===== src/rtl/input_conditioner_pkg.sv =====
// Shared definitions for the Basys3 input front end.
// Button bit positions, default widths and the default debounce interval live
// here so that the downstream I/O block and this block agree on them.
package input_conditioner_pkg;

  // Button bit order on btn_raw / btn / btn_press
  localparam int BTN_C = 0;
  localparam int BTN_U = 1;
  localparam int BTN_L = 2;
  localparam int BTN_R = 3;
  localparam int BTN_D = 4;

  localparam int N_SW_DEFAULT  = 16;
  localparam int N_BTN_DEFAULT = 5;

  // 10 ms at 100 MHz
  localparam int DEBOUNCE_CYCLES_DEFAULT = 1000000;

endpackage


===== src/rtl/input_conditioner_debounce_bit.sv =====
// debounce_bit: one input bit, two-flop synchroniser followed by a
// saturating-run debouncer.
//   clk, reset : clock, synchronous active-high reset
//   raw        : asynchronous pin
//   level      : debounced level
//   rise, fall : single-cycle strobes, high on the edge that changes level
module debounce_bit #(
  parameter int DEBOUNCE_CYCLES = 1000000,
  parameter int CNT_W           = $clog2(DEBOUNCE_CYCLES)
) (
  input  logic clk,
  input  logic reset,
  input  logic raw,
  output logic level,
  output logic rise,
  output logic fall
);

  localparam logic [CNT_W-1:0] CNT_LAST = CNT_W'(DEBOUNCE_CYCLES - 1);

  logic             s1, s2;
  logic             stable;
  logic [CNT_W-1:0] count;
  logic             accept;

  // The change is accepted on the edge where the mismatch run reaches
  // DEBOUNCE_CYCLES; the strobes are asserted combinationally for that edge
  // so downstream registers update together with stable.
  assign accept = (s2 != stable) && (count == CNT_LAST);
  assign rise   = accept &  s2;
  assign fall   = accept & ~s2;
  assign level  = stable;

  always_ff @(posedge clk) begin
    if (reset) begin
      s1     <= 1'b0;
      s2     <= 1'b0;
      stable <= 1'b0;
      count  <= '0;
    end else begin
      s1 <= raw;
      s2 <= s1;
      if (s2 == stable) begin
        count <= '0;
      end else if (accept) begin
        stable <= s2;
        count  <= '0;
      end else begin
        count <= count + 1'b1;
      end
    end
  end

endmodule


===== src/rtl/input_conditioner.sv =====
// input_conditioner: synchronises and debounces the Basys3 switches and
// buttons, and keeps sticky write-1-to-clear press flags per button.
//   clk, reset    : clock, synchronous active-high reset
//   sw_raw        : raw switch pins (async)
//   btn_raw       : raw button pins (async), order C,U,L,R,D
//   sw, btn       : debounced levels
//   btn_press     : sticky press flags, set on debounced rising edge
//   press_clr     : write-1-to-clear strobe for btn_press
//   btn_press_any : OR of btn_press
module input_conditioner
  import input_conditioner_pkg::*;
#(
  parameter int N_SW            = N_SW_DEFAULT,
  parameter int N_BTN           = N_BTN_DEFAULT,
  parameter int DEBOUNCE_CYCLES = DEBOUNCE_CYCLES_DEFAULT,
  parameter int CNT_W           = $clog2(DEBOUNCE_CYCLES)
) (
  input  logic             clk,
  input  logic             reset,
  input  logic [N_SW-1:0]  sw_raw,
  input  logic [N_BTN-1:0] btn_raw,
  output logic [N_SW-1:0]  sw,
  output logic [N_BTN-1:0] btn,
  output logic [N_BTN-1:0] btn_press,
  input  logic [N_BTN-1:0] press_clr,
  output logic             btn_press_any
);

  logic [N_BTN-1:0] btn_rise;

  for (genvar i = 0; i < N_SW; i++) begin : g_sw
    debounce_bit #(
      .DEBOUNCE_CYCLES(DEBOUNCE_CYCLES),
      .CNT_W          (CNT_W)
    ) u_db (
      .clk  (clk),
      .reset(reset),
      .raw  (sw_raw[i]),
      .level(sw[i]),
      .rise (),
      .fall ()
    );
  end

  for (genvar i = 0; i < N_BTN; i++) begin : g_btn
    debounce_bit #(
      .DEBOUNCE_CYCLES(DEBOUNCE_CYCLES),
      .CNT_W          (CNT_W)
    ) u_db (
      .clk  (clk),
      .reset(reset),
      .raw  (btn_raw[i]),
      .level(btn[i]),
      .rise (btn_rise[i]),
      .fall ()
    );
  end

  // Set beats clear, so a press landing on the clear edge is not lost.
  always_ff @(posedge clk) begin
    if (reset) btn_press <= '0;
    else       btn_press <= btn_rise | (btn_press & ~press_clr);
  end

  assign btn_press_any = |btn_press;

endmodule


===== config.mk =====
export PLATFORM = sky130hd
export DESIGN_NAME = input_conditioner
export DESIGN_NICKNAME = d
export VERILOG_FILES = /design/src/rtl/input_conditioner_pkg.sv /design/src/rtl/input_conditioner_debounce_bit.sv /design/src/rtl/input_conditioner.sv
export SDC_FILE = /design/constraint.sdc
export NUM_CORES = 1
export LEC_CHECK = 0
export ABC_AREA = 0
export CAP_MARGIN = 5
export CORE_MARGIN = 1.5
export CORE_UTILIZATION = 58
export CTS_BUF_LIST = sky130_fd_sc_hd__clkbuf_2
export CTS_CLUSTER_DIAMETER = 60
export CTS_CLUSTER_SIZE = 28
export DETAILED_ROUTE_END_ITERATION = 16
export GPL_TIMING_DRIVEN = 0
export HOLD_SLACK_MARGIN = 0.06
export PLACE_DENSITY = 0.77
export SLEW_MARGIN = 20
export SYNTH_ARGS = -nofsm -noshare
export SYNTH_HDL_FRONTEND = slang
export SYNTH_HIERARCHICAL = 1
export SYNTH_SLANG_ARGS = --single-unit

===== constraint.sdc =====
create_clock -name clk -period 2.1 [get_ports clk]
set_input_delay 0.63 -clock clk [delete_from_list [all_inputs] [get_ports clk]]
set_output_delay 0.63 -clock clk [all_outputs]
set_load 0.1 [all_outputs]

==> flow_summary.ini <==
[drt]
drc = 0
vias = 17625
antenna_left = 0
drt_iter0_markers = 808
vias_per_cell = 5.54
first_pass_iters = 5
routed_wl_um = 42600
avgRoutedWirePerCell_um = 13.4

[global_routing]
grt_pass1_wl_um = 72500
grtUsageTotal = 0.215
grt_max_degree = 49
grt_pass1_vias = 16694
antenna_found_initial = 1
grt-ovfl-total = 0

[timing]
setup_viol_count_final = 27
rsz0062_at_grt = yes
min_period_ns = 2.58
max_freq_ghz = 0.387
post-route-period-util = 1.23
drv_slew = 0
final.setup.tns_ns = -5.20
worstMarginPinSlew_ns = 0.514
setup_ws_ns = -0.482
hold_violations = 0
relSlewSlack = 0.657
skew_ns = 0.0958

[min_path]
hold_start = sw_raw[14]
min_path_cells = 2
min_to = g_sw[14].u_db/s1
hp-class = in -> reg

[power]
cell_internal_pwr_mw = 10.9
p_per_area_mw_per_mm2 = 564
p_leak_nw = 7.39
ir_drop_mv = 0.596
seqPwrFrac = 0.649
swShare = 0.246
power_frac_clock = 0.329
switchingPower_mw = 3.54
comb_power_share = 0.022

[finish]
drive_above_1_share = 0.227
nets = 2697
layout_commonest_cell = dfxtp_1
area_delta_synth_final_pct = 17.0
mostFrequentLayoutCells = dfxtp_1, nor2_1, xnor2_1

[setup_path]
max_stage_delay_ns = 0.44
crit-reg2reg-launch = g_btn[0].u_db/count[0]
slowest_stage = dfxtp_4
crit_type = reg -> out
crit_fanout = 3
cp_num_buf_inv = 1
worst_ep_required_time_ns = 1.47
rr_worst_depth = 6
crit_arrival_ns = 1.95
critical_path.cell_chain = nor3_4 > nand2_2 > buf_12
endpoint_kind = primary output
start_kind = register
worstReg2RegEnd = g_btn[0].u_db/count[16]
r2r_slack_ns = 0.03
crit_family = flip-flops

[floorplanning]
core-area_mm2 = 0.0369
die_area_mm2 = 0.0389
die_h_um = 197
start_util = 0.593
rows = 70
num_io_pins = 55
die_w_um = 197

[clock_network]
cts_max_level = 2
clkSinkCount = 488
cts_made_buffers = 37
insertion_delay_ns = 1.05
clk_path_buf_depth = 3
cts_tree = built
cts.clk_slew.worst_paths_ns = 0.37
root_buffer = clkbuf_2

[run_status]
status = finished, violations left
violations = negative setup slack

[yosys]
syn-instance-count = 2458
syn-num-nets = 2507
netlist_area_mm2 = 0.0219
synth.avg_cell_area_um2 = 8.89
ys_warn_count = 6

[placement]
dp_slack_ns = -0.158
port_buffers = 54
hpwl_um = 27400
gp_congestion = 0.824

[flow_run]
cap_violations = 0
==> worst reg2reg max path, delay by kind of cell, from the launching register on <==
family,cells,cell delay [ns]
and+or+nand+nor,3,1.16
DFF,1,0.43
adders and majority gates,1,0.15
buffers and inverters,1,0.15
AOI/OAI and AO/OA,1,0.15
==> per-stage QoR <==
stage	util	std cells	power, mW	instance area (um2)	hold slack (ns)
CTS	0.675	3163	14.6	24900	0.0683
finish	0.694	3180	14.4	25600	0.193
global route	0.694	3180	15.0	25600	0.102
global placement	0.625	3016	9.78	23000	0.416
floorplan	-	2458	9.67	21900	0.414
detailed placement	0.625	3017	9.79	23100	0.423
==> how the worst max path moves through the flow <==
stage / end / slack [ns] / cells past startpoint / startpoint
global placement: g_sw[9].u_db/count[8] / -2.43 / 4 / reset
floorplan: btn_press_any / 0.03 / 2 / btn_press[3]
finish: btn_press_any / -0.48 / 3 / btn_press[1]
CTS: btn_press_any / -0.56 / 3 / btn_press[3]
global route: btn_press_any / -0.62 / 3 / btn_press[1]
detailed placement: sw[12] / -0.16 / 1 / g_sw[12].u_db/level
==> flip-flops by register name (all words and copies together) (netlist names) <==
| signal | cells |
|---|---|
| g_sw.u_db/count | 320 |
| g_btn.u_db/count | 100 |
| g_sw.u_db/level | 16 |
| g_sw.u_db/s1 | 16 |
| g_sw.u_db/s2 | 16 |
| btn_press | 5 |
| g_btn.u_db/level | 5 |
| g_btn.u_db/s1 | 5 |
| g_btn.u_db/s2 | 5 |
==> area by class of cell <==
type	instances	area (um2)
Multi-Input combinational cell	1755	11700
Fill cell	2821	11300
Sequential cell	488	10000
Timing Repair Buffer	156	1660
Tap cell	504	631
Buffer	79	503
Inverter	131	492
Clock inverter	28	390
Clock buffer	37	185
Antenna cell	2	5.00
==> power groups by stage <==
stage | registers (mW) | clock network, mW | logic [mW]
after floorplan | 9.53 | 0 | 0.132
after CTS | 9.37 | 4.95 | 0.306
after detailed placement | 9.54 | 0 | 0.247
final | 9.35 | 4.74 | 0.323
after global placement | 9.54 | 0 | 0.240
after global routing | 9.38 | 5.29 | 0.355
==> metal layers <==
layer  part of all wire  up-vias  track usage
li1                   -     8983            -
met1               0.46     8390        0.265
met3              0.028       53       0.0307
met5                  0        -            0
met4              0.018        0       0.0673
met2               0.49      199        0.385
==> what timing repair did <==
action,CTS,global route
endpoints found under the setup margin,272,294
gates cloned,0,1
hold buffers,23,0
setup buffers,58,19
hold endpoints to repair,37,0
gates resized for setup,387,181
pin swaps,2,19
No activity file was read; power rests on OpenSTA's default activity.
